## src/rtl/tama_ui_pkg.sv

```systemverilog
// Shared definitions for the Tamagotchi UI blocks: indicator state encoding,
// default blink timing and a helper that sizes the phase timer.
package tama_ui_pkg;

    typedef enum logic [1:0] {
        IDLE = 2'd0,
        ON   = 2'd1,
        OFF  = 2'd2
    } ui_state_t;

    localparam int unsigned CLK_HZ            = 50_000_000;
    localparam int unsigned BLINK_ON_DEFAULT  = CLK_HZ / 2;
    localparam int unsigned BLINK_OFF_DEFAULT = CLK_HZ / 2;

    function automatic int unsigned timer_width(input int unsigned a, input int unsigned b);
        return $clog2((a > b) ? a : b) + 1;
    endfunction

endpackage

```

## src/rtl/ui_cycle_timer.sv

```systemverilog
// Loadable down-counter: after a load of value V, expire is high for exactly
// one cycle, V+1 cycles later (the cycle in which the count reaches zero).
module ui_cycle_timer #(
    parameter int unsigned W = 8
) (
    input  logic         clk,
    input  logic         rst,
    input  logic         load,
    input  logic [W-1:0] load_val,
    output logic         expire
);

    logic [W-1:0] count;
    logic         running;

    // NOTE: sequential state uses non-blocking (<=) so every register samples
    // pre-edge values; blocking here would create order-dependent races.
    always_ff @(posedge clk) begin
        if (!rst) begin
            count   <= '0;
            running <= 1'b0;
        end else if (load) begin
            count   <= load_val;
            running <= 1'b1;
        end else if (running) begin
            if (count == '0) running <= 1'b0;
            else             count   <= count - 1'b1;
        end
    end

    // A reload in the expiry cycle takes priority, so phases chain back to back.
    assign expire = running && (count == '0);

endmodule

```

## src/rtl/indicator_pulser.sv

```systemverilog
// Turns a one-cycle trig into blinks x (ON_CYCLES high, OFF_CYCLES low) on ind_out.
// Define INDICATOR_PULSER_PENDING_EN to queue one request that arrives while busy.
module indicator_pulser
    import tama_ui_pkg::*;
#(
    parameter int unsigned ON_CYCLES  = BLINK_ON_DEFAULT,
    parameter int unsigned OFF_CYCLES = BLINK_OFF_DEFAULT,
    parameter int unsigned CNT_W      = 3
) (
    input  logic             clk,
    input  logic             rst,
    input  logic             trig,
    input  logic [CNT_W-1:0] blinks,
    output logic             ind_out,
    output logic             busy,
    output logic             done
);

    localparam int unsigned TW = timer_width(ON_CYCLES, OFF_CYCLES);
    localparam logic [TW-1:0] ON_LOAD  = TW'(ON_CYCLES - 1);
    localparam logic [TW-1:0] OFF_LOAD = TW'(OFF_CYCLES - 1);

    ui_state_t        state, state_next;
    logic [CNT_W-1:0] remaining, remaining_next, remaining_dec;
    logic             done_next;
    logic             timer_load;
    logic [TW-1:0]    timer_val;
    logic             expire;
    logic             start_req;

    assign start_req     = trig && (blinks != '0);
    assign remaining_dec = remaining - CNT_W'(1);

`ifdef INDICATOR_PULSER_PENDING_EN
    logic             pend_valid, pend_valid_next;
    logic [CNT_W-1:0] pend_cnt, pend_cnt_next;
`endif

    // NOTE: every signal written here gets a default first, so no path leaves
    // a value unassigned and no latch is inferred.
    always_comb begin
        state_next     = state;
        remaining_next = remaining;
        done_next      = 1'b0;
        timer_load     = 1'b0;
        timer_val      = ON_LOAD;
`ifdef INDICATOR_PULSER_PENDING_EN
        pend_valid_next = pend_valid;
        pend_cnt_next   = pend_cnt;
        if (state != IDLE && start_req) begin
            pend_valid_next = 1'b1;
            pend_cnt_next   = blinks;
        end
`endif
        unique case (state)
            IDLE: begin
                if (start_req) begin
                    state_next     = ON;
                    remaining_next = blinks;
                    timer_load     = 1'b1;
                    timer_val      = ON_LOAD;
                end
            end
            ON: begin
                if (expire) begin
                    state_next = OFF;
                    timer_load = 1'b1;
                    timer_val  = OFF_LOAD;
                end
            end
            OFF: begin
                if (expire) begin
                    remaining_next = remaining_dec;
                    if (remaining_dec != '0) begin
                        state_next = ON;
                        timer_load = 1'b1;
                        timer_val  = ON_LOAD;
                    end else begin
                        done_next  = 1'b1;
                        state_next = IDLE;
`ifdef INDICATOR_PULSER_PENDING_EN
                        // The newest request (this cycle's trig, else the stored one) starts now.
                        if (start_req || pend_valid) begin
                            state_next      = ON;
                            remaining_next  = start_req ? blinks : pend_cnt;
                            timer_load      = 1'b1;
                            timer_val       = ON_LOAD;
                            pend_valid_next = 1'b0;
                        end
`endif
                    end
                end
            end
            default: state_next = IDLE;
        endcase
    end

    // NOTE: reset is synchronous and clears every register, because a reset
    // mid-sequence must drop the indicator on the very next cycle.
    always_ff @(posedge clk) begin
        if (!rst) begin
            state     <= IDLE;
            remaining <= '0;
            ind_out   <= 1'b0;
            done      <= 1'b0;
`ifdef INDICATOR_PULSER_PENDING_EN
            pend_valid <= 1'b0;
            pend_cnt   <= '0;
`endif
        end else begin
            state     <= state_next;
            remaining <= remaining_next;
            ind_out   <= (state_next == ON);
            done      <= done_next;
`ifdef INDICATOR_PULSER_PENDING_EN
            pend_valid <= pend_valid_next;
            pend_cnt   <= pend_cnt_next;
`endif
        end
    end

    assign busy = (state != IDLE);

    ui_cycle_timer #(.W(TW)) u_timer (
        .clk      (clk),
        .rst      (rst),
        .load     (timer_load),
        .load_val (timer_val),
        .expire   (expire)
    );

endmodule

```

## config.mk

```make
export PLATFORM = sky130hd
export DESIGN_NAME = indicator_pulser
export DESIGN_NICKNAME = d
export VERILOG_FILES = /design/src/rtl/tama_ui_pkg.sv /design/src/rtl/ui_cycle_timer.sv /design/src/rtl/indicator_pulser.sv
export SDC_FILE = /design/constraint.sdc
export NUM_CORES = 1
export LEC_CHECK = 0
export CAP_MARGIN = 0
export CORE_ASPECT_RATIO = 1.75
export CORE_MARGIN = 2
export CORE_UTILIZATION = 62
export CTS_BUF_LIST = sky130_fd_sc_hd__clkbuf_4 sky130_fd_sc_hd__clkbuf_8
export DETAILED_ROUTE_END_ITERATION = 12
export HOLD_SLACK_MARGIN = 0.03
export PLACE_DENSITY_LB_ADDON = 0.1
export SYNTH_ARGS = -nofsm -noshare
export SYNTH_HDL_FRONTEND = slang
export SYNTH_SLANG_ARGS = --single-unit
```

## constraint.sdc

```tcl
create_clock -name clk -period 2.8 [get_ports clk]
set_input_delay 0.84 -clock clk [delete_from_list [all_inputs] [get_ports clk]]
set_output_delay 0.84 -clock clk [all_outputs]
set_load 0.02 [all_outputs]
```

Word level (Yosys, flattened, before mapping)
Index checks and enable logic that the tools add are counted.
- add/sub/neg operators: 2
- equal/unequal tests: 6
- muxes and demuxes: 20
- bitwise logic cells: 2
- reductions and logical operators: 14
- operators by type and width (operator ; number):
    25-bit 2-to-1 mux ; 3
    26-bit zero test ; 1
    26-bit by 1-bit subtractor with 26-bit output (second input constant) ; 1
    1-bit 2-to-1 mux ; 9
    2-bit 2-to-1 mux ; 3
    3-bit 2-to-1 mux ; 2
    2-bit inequality test (second input constant) ; 3
    2-bit case mux with 3 select lines ; 1
    3-bit case mux with 2 select lines ; 1
    3-bit AND reduction ; 2
    2-bit nonzero test ; 3
    3-bit nonzero test ; 2
    2-bit by 1-bit == test with 1-bit output (second input constant) ; 2
    2-bit AND reduction ; 2
    1-bit case mux with 3 select lines ; 1
    3-bit by 1-bit subtractor with 3-bit output (second input constant) ; 1
    2-bit == test (second input constant) ; 1
    1-bit logical AND ; 2
    2-bit zero test ; 1
    1-bit inverter ; 2
    2-bit OR reduction ; 1
- flip-flop bits (word level): 34
- bits of input ports: 6

Depth between registers and ports, before layout
Gate-level depths: netlist (run 1).
- depth after elaboration: 7
- mapped depth: 9
- mapped depth without buffers: 7

Modules after synthesis
From an unflattened synthesis (run 1), not the netlist that was laid out.
- cell total of the unflattened synthesis: 243
- area, all modules: 2010.7 µm²
- modules (own cells, without submodules) (module ; times used ; cells each ; area an instance (µm²)):
    ui_cycle_timer ; 1 ; 193 ; 1586.5
    indicator_pulser ; 1 ; 50 ; 424.2

Worst setup path before layout (run 1)
OpenSTA, ideal clock, no wires.
- path type: register -> register
- from: register u_timer.count[0]
- to: register u_timer.count[1]
- library setup time: 71 ps
- arrival time: 2337 ps
- required time: 2729 ps
- path slack: 392 ps
- stages on the path, launching flop included: 9
- path buffers: 1
- clock period less this slack: 2408 ps
- path through: dfxtp_1 > inv_1 > ha_1 > or3b_2 > or4_4 > buf_6 > o31ai_4 > mux2_1 > a21oi_1
- word-level cells in the longest chain between the ends: 6
- RTL lines (what ; line ; text):
    from (decl) ; ui_cycle_timer.sv:13 ; logic [W-1:0] count;
    from (signal assigned) ; ui_cycle_timer.sv:23 ; count <= load_val;
    from (signal assigned) ; ui_cycle_timer.sv:27 ; else count <= count - 1'b1;
    branches (longest 6 deep; another with 26-bit by 1-bit subtractor with 26-bit output) ; - ;
Parallel ways; which one is timed is not known. The select of a mux whose other input is x is not followed.
A chain may end at the register's enable or synchronous reset.

Worst setup path after layout (run 1)
Same ends and word-level chain as after synthesis.

==> summary.txt, run 1 <==
Synth
  – Register area share after synthesis: 0.365
  – Seq cells post-synth: 34
  – Post-synth top cells: 34 x dfxtp_1, 23 x nor2_1, 20 x a21oi_1
  – Post-Syn Area: 1860 µm²
  – Synth top area share: 0.365
  – Async SR Flop Fraction: 0
  – Most frequent cell after synthesis: dfxtp_1
  – Ys flop type: dfxtp_1
  – Top cells by area, synth: dfxtp_1 37%, xnor2_1 6.1%, a21oi_1 5.4%
  – Syn. warnings: 0
  – Syn_nets: 224
  – Cell taking the most area after synthesis: dfxtp_1
  – Post-synth EDFFs: 0
  – Post-Syn Instances: 214
  – Post-Syn Area per Cell: approximately 8.7 µm²
  – Cell variety after synth: 45

Power
  – Peak VDD IR: 0.000420 V
  – Cell-internal power: 846 µW
  – Power Total: 1.23 mW
  – PwrDens: about 590 nW/µm²
  – Clock Power Share: 0.311
  – Sequential share of power: 0.467
  – Switching pwr: 381 µW
  – Cell leakage power: 0.723 nW
  – Combinational power share: 0.221
  – Switching part of the total power: 0.310

Place
  – I/O Buffers: 8
  – Placed Area: 1970 µm²
  – Dpl hpwl: 3530 µm
  – Routability cong.: 0.918

Setup path
  – Worst path cell trace: inv_1 > ha_1 > or3b_2 > or4_4 > o31ai_4 > mux2_1 > a21oi_1
  – CP top delay family: simple AND/OR/NAND/NOR gates
  – Crit Path Max Fanout: 10
  – Slowest-stage cell, CP: or4_4
  – Crit end category: register
  – R2R Setup Slk: 0.21 ns
  – Critical Path AT: 2.82 ns
  – CP Data Required Time: slightly above 3 ns
  – Critical path buffers and inverters: 1
  – Crit path kind: register to register
  – Largest stage delay, worst path: 0.60 ns
  – CP startpoint kind: register

Detailed routing
  – Routed WL: 4650 µm
  – Starting DRC count in detailed routing: 66
  – Drt drc: 0
  – Via density: 6.89
  – DR pass1 iterations: 4
  – WL/cell: 18.3 µm
  – Antenna violation net count after detailed routing: 0
  – Via count: 1,749

Clock network
  – H-tree depth reported by CTS: 2
  – CTS tree: yes
  – TritonCTS buffer count: 5
  – Resize count post-CTS: 0
  – Clock-pin transition on the worst setup and hold timing paths: ~0.070 ns
  – Root Driver: clkbuf_8
  – Hold buffer count at cts: 0
  – Clk_lat worst skew: 0.29 ns
  – # Post-CTS Setup Buffers: 0
  – Clk sink count: 34
  – Max Root-Sink Buffers: 2

Floorplan
  – DIE HEIGHT: 76.5 µm
  – Core area: 2900 µm²
  – IO Count: 9
  – Initial Utilization: 0.643
  – Die Wd: around 45 µm
  – Row count: 26
  – Area of the die: 3480 µm²

Timing
  – Setup_tns: 0 ns
  – Setup-failing EPs final: 0
  – Worst-margin pin slew: 0.709 ns
  – Max-slew violation count: 0
  – Final period util: 0.927
  – Max-slew headroom: 0.524
  – Unrepaired setup endpoints after global routing: false
  – Final Hold Fails: 0
  – Crit path time final: between 2 and 3 ns
  – Clock skew: 0.00887 ns
  – Fmax: 0.385 GHz

Global routing
  – Grt total ovfl: 0
  – GRT Total Usage: 0.300
  – Initial antenna violation count: 0
  – Vias in the first global route: 1,785
  – First-pass GRT wire length: 7760 µm
  – Largest net degree at the start of global routing: 17

Finish
  – Design Area, Final: 2060 µm²
  – Layout area overhead: 10.7%
  – # diodes: 0
  – Layout cell share with drive strength beyond 1: 0.102
  – Total Nets Final: 235

Worst hold path
  – Hold Path Class: register to register

Flow run
  – Max Cap Violations: 0

Outcome
  – Outcome: complete, no violations
metrics by stage:
step            util  instances  hold slack (ns)  setup WS, ns
2_1_floorplan      -        214            0.464         0.392
3_3_place_gp   0.680        246            0.485         0.303
3_5_place_dp   0.680        246            0.497         0.243
4_1_cts        0.713        254            0.508         0.218
5_1_grt        0.713        254            0.531        0.0646
6_report       0.713        254            0.507         0.205
metal layers:
layer | GRT usage | vias up | share of wire
met1 | 0.296 | 833 | 0.35
li1 | - | 821 | -
met2 | 0.510 | 69 | 0.54
met3 | 0.0687 | 26 | 0.051
met4 | 0.203 | 0 | 0.055
met5 | 0 | - | 0
area by class of cell:
cell class	count	area, µm²
multi-input cells	163	1100
fillers	233	832
flip-flops and latches	34	681
repair buffers	14	125
clock buffers	7	90.1
well taps	28	35.0
inverters	7	26.3
clock inverters	1	5.00
registers in the layout, indices dropped and copies added, names as in the netlist:
signal           cells
done                 1
ind_out              1
remaining            3
state                2
u_timer.count       26
u_timer.running      1
worst paths after layout:
kind	from	end	depth (start not counted)
setup / recovery	u_timer.count[0]	u_timer.count[1]	7
hold / removal	remaining[0]	remaining[0]	2
setup reg to reg	u_timer.count[0]	u_timer.count[1]	7
hold reg to reg	remaining[0]	remaining[0]	2
worst reg2reg max path, stage by stage (launching register included):
cell     delay, ns
dfxtp_1       0.33
inv_1         0.12
ha_1          0.16
or3b_2        0.49
or4_4         0.60
o31ai_4       0.33
mux2_1        0.36
a21oi_1       0.15
cell usage in the layout (no fill, tap or decap), types with 5 or more instances in the layout:
master and n:
xor2_1 6, nor4_1 12, xnor2_1 13, buf_4 6
nor2_1 23, a21oi_1 20, clkbuf_8 6, clkdlybuf4s50_1 8
nor3_1 5, dfxtp_1 34, or4_1 5, nand2_1 7
inv_1 7, a31oi_1 6
power by group through the flow:
stage               logic [mW]  registers (mW)  clock network [mW]
floorplan                0.208           0.567                   0
global placement         0.259           0.578                   0
detailed placement       0.267           0.582                   0
CTS                      0.268           0.572               0.385
global route             0.299           0.579               0.408
finish                   0.272           0.574               0.382
kinds of logic (layout without fill, tap and decap cells):
group / after synthesis / in the layout / synth area share
multiplexers: 4 / 4 / 0.0228
flip-flops: 34 / 34 / 0.365
buffers and inverters: 17 / 29 / 0.0437
AND/OR/NAND/NOR: 87 / 87 / 0.277
adder cells (fa/ha/maj): 4 / 4 / 0.0269
AO/OA/AOI/OAI: 49 / 49 / 0.175
XOR/XNOR: 19 / 19 / 0.0893
No activity file was read; power rests on OpenSTA's default activity.
==> run 2: changes to the inputs <==
==> constraint.sdc (replaced) <==
create_clock -name clk -period 2.8 [get_ports clk]
set_input_delay 0.28 -clock clk [delete_from_list [all_inputs] [get_ports clk]]
set_output_delay 0.28 -clock clk [all_outputs]
set_load 0.02 [all_outputs]
==> run 2 against run 1 <==
Compared with the run above:
- register-to-register slack improved by 0.04 ns
- via count fell by 3.2%
- first-iteration DRC count rose by 6.1%
- final cell count down 1.6%
- sequential share of layout area is 0.43 points higher
- combinational power about the same
- die area stayed put
- utilization is 0.91 points lower
- clock power is 9.7% lower
- critical path type unchanged
==> summary.txt, run 2 (synthesized netlist as in run 1, its figures left out) <==
Timing
  – Final period util: 0.913 (was 0.927)
  – Crit path time final: 2.56 ns (was 2.59 ns)
  – Final Hold Fails: 0 (unchanged)
  – Max-slew headroom: 0.485 (was 0.524)
  – Max-slew violation count: 0 (unchanged)
  – Post-route worst setup slack: 0.243 ns (was 0.205 ns)
  – Fin Hold WS: 0.546 ns (was 0.507 ns)
  – Setup_tns: 0 ns (unchanged)
  – Setup-failing EPs final: 0 (unchanged)
  – Clock skew: 0.00528 ns (was 0.00887 ns)
  – Unrepaired setup endpoints after global routing: false (unchanged)
  – Fmax: 0.391 GHz (was 0.385 GHz)
  – Worst-margin pin slew: 0.772 ns (was 0.709 ns)

Setup path
  – CP startpoint kind: register (unchanged)
  – CP Data Required Time: 3.01 ns (was 3.02 ns)
  – Crit end category: register (unchanged)
  – Crit Path Max Fanout: 10 (unchanged)
  – Crit path kind: register to register (unchanged)
  – Critical Path AT: 2.77 ns (was 2.82 ns)

Clock network
  – TritonCTS buffer count: 5 (unchanged)
  – Clk sink count: 34 (unchanged)
  – # Post-CTS Setup Buffers: 0 (unchanged)
  – Root Driver: clkbuf_8 (unchanged)
  – Hold buffer count at cts: 0 (unchanged)
  – H-tree depth reported by CTS: 2 (unchanged)
  – Clk_lat worst skew: 0.29 ns (about the same)
  – Max Root-Sink Buffers: 2 (unchanged)
  – CTS tree: yes (unchanged)
  – Clock-pin transition on the worst setup and hold timing paths: 0.07 ns (about the same)
  – Resize count post-CTS: 0 (unchanged)

Detailed routing
  – Routed WL: 4470 µm (was 4650 µm)
  – Drt drc: 0 (unchanged)
  – Via count: 1,693 (was 1,749)
  – Antenna violation net count after detailed routing: 0 (unchanged)
  – Starting DRC count in detailed routing: 70 (was 66)
  – WL/cell: 17.9 µm (was 18.3 µm)
  – Via density: 6.77 (was 6.89)
  – DR pass1 iterations: 4 (unchanged)

Power
  – Switching part of the total power: 0.322 (was 0.310)
  – Clock Power Share: 0.289 (was 0.311)
  – Combinational power share: 0.229 (was 0.221)
  – Cell leakage power: 0.705 nW (was 0.723 nW)
  – Sequential share of power: 0.481 (was 0.467)
  – Switching pwr: 384 µW (was 381 µW)
  – Cell-internal power: 808 µW (was 846 µW)
  – PwrDens: 585 nW/µm² (was 595 nW/µm²)
  – Peak VDD IR: 0.000485 V (was 0.000420 V)

Finish
  – Most frequent cells in the layout: 34 x dfxtp_1, 23 x nor2_1, 20 x a21oi_1, 13 x xnor2_1, 12 x nor4_1 (unchanged)
  – Area occupied by multi-input gates: 1100 µm² (unchanged)
  – Leading registers by flop count: u_timer.count x26, remaining x3, state x2 (unchanged)
  – Layout cell share with drive strength beyond 1: 0.0856 (was 0.102)
  – Fill cells: 241 (was 233)
  – Biggest register: u_timer.count (unchanged)
  – Sequential cell area: 681 µm² (unchanged)
  – Layout area overhead: 9.33% (was 10.7%)
  – Commonest non-fill, non-tap cell in the layout: dfxtp_1 (unchanged)
  – Total Nets Final: 232 (was 235)
  – Max FFs per register: 26 (unchanged)
  – # diodes: 0 (unchanged)
  – Post-route insts no fill: 250 (was 254)

Global routing
  – Grt total ovfl: 0 (unchanged)
  – GRT Total Usage: 0.292 (was 0.300)
  – Vias in the first global route: 1,709 (was 1,785)
  – Initial antenna violation count: 0 (unchanged)
  – First-pass GRT wire length: 7670 µm (was 7760 µm)
  – Largest net degree at the start of global routing: 23 (was 17)

Outcome
  – Outcome: complete, no violations (unchanged)

Floorplan
  – Core area: 2900 µm² (unchanged)
  – Initial Utilization: 0.643 (unchanged)
  – Row count: 26 (unchanged)
  – DIE HEIGHT: 76.5 µm (unchanged)
  – Die Wd: 45.4 µm (unchanged)
  – IO Count: 9 (unchanged)
  – Area of the die: 3480 µm² (unchanged)

Place
  – DP Cell Count: 243 (was 246)
  – I/O Buffers: 8 (unchanged)
  – DP Worst Slack: 0.265 ns (was 0.243 ns)
  – Routability cong.: 0.960 (was 0.918)
  – Dpl hpwl: 3290 µm (was 3530 µm)

Worst hold path
  – Hold Path Class: register to register (unchanged)

Flow run
  – Max Cap Violations: 0 (unchanged)
[run 2: cell count changes in the layout (fill, tap and decap cells not counted)]
cell and change:
buf_12 +1, buf_4 -4, clkbuf_4 -1, clkbuf_8 -1, clkinv_2 +1
[run 2: power by group through the flow]
stage	sequential, mW	combinational, mW	clock, mW
global placement	0.578	0.262	0
global route	0.578	0.304	0.372
CTS	0.572	0.272	0.356
detailed placement	0.583	0.269	0
floorplan	0.567	0.208	0
finish	0.574	0.273	0.345
[run 2: cell type report]
type                       count  share of cell area
multi-input combinational    163               0.541
sequential                    34               0.334
timing repair buffer          11              0.0565
clock buffer                   5              0.0338
tap                           28              0.0172
inverter                       7              0.0129
clock inverter                 2             0.00491
[run 2: worst paths after layout]
path / startpoint / end / slack [ns] / cells after the start
hold reg to reg: remaining[2] / remaining[2] / 0.55 / 2
hold / removal: remaining[2] / remaining[2] / 0.55 / 2
setup reg to reg: u_timer.count[0] / u_timer.count[1] / 0.24 / 7
setup / recovery: u_timer.count[0] / u_timer.count[1] / 0.24 / 7
[run 2: worst max-delay path, cell delays in order, from the launching register on]
cell and delay (ns):
dfxtp_1 0.33, inv_1 0.11, ha_1 0.15, or3b_2 0.49, or4_4 0.59, o31ai_4 0.31
mux2_1 0.36, a21oi_1 0.14
[run 2: through the flow]
| stage | area, µm² | power, mW | utilization |
|---|---|---|---|
| 6_report | 2040 | 1.19 | 0.704 |
| 5_1_grt | 2040 | 1.25 | 0.704 |
| 4_1_cts | 2040 | 1.20 | 0.704 |
| 3_5_place_dp | 1960 | 0.852 | 0.676 |
| 3_3_place_gp | 1960 | 0.840 | 0.676 |
| 2_1_floorplan | 1860 | 0.775 | - |
[run 2: per-layer routing]
layer / GRT usage / vias to the layer above / wire length (µm)
met1: 0.320 / 809 / 1750
met5: 0 / - / 0
met2: 0.500 / 54 / 2390
met4: 0.141 / 0 / 152
met3: 0.0545 / 18 / 180
li1: - / 812 / -
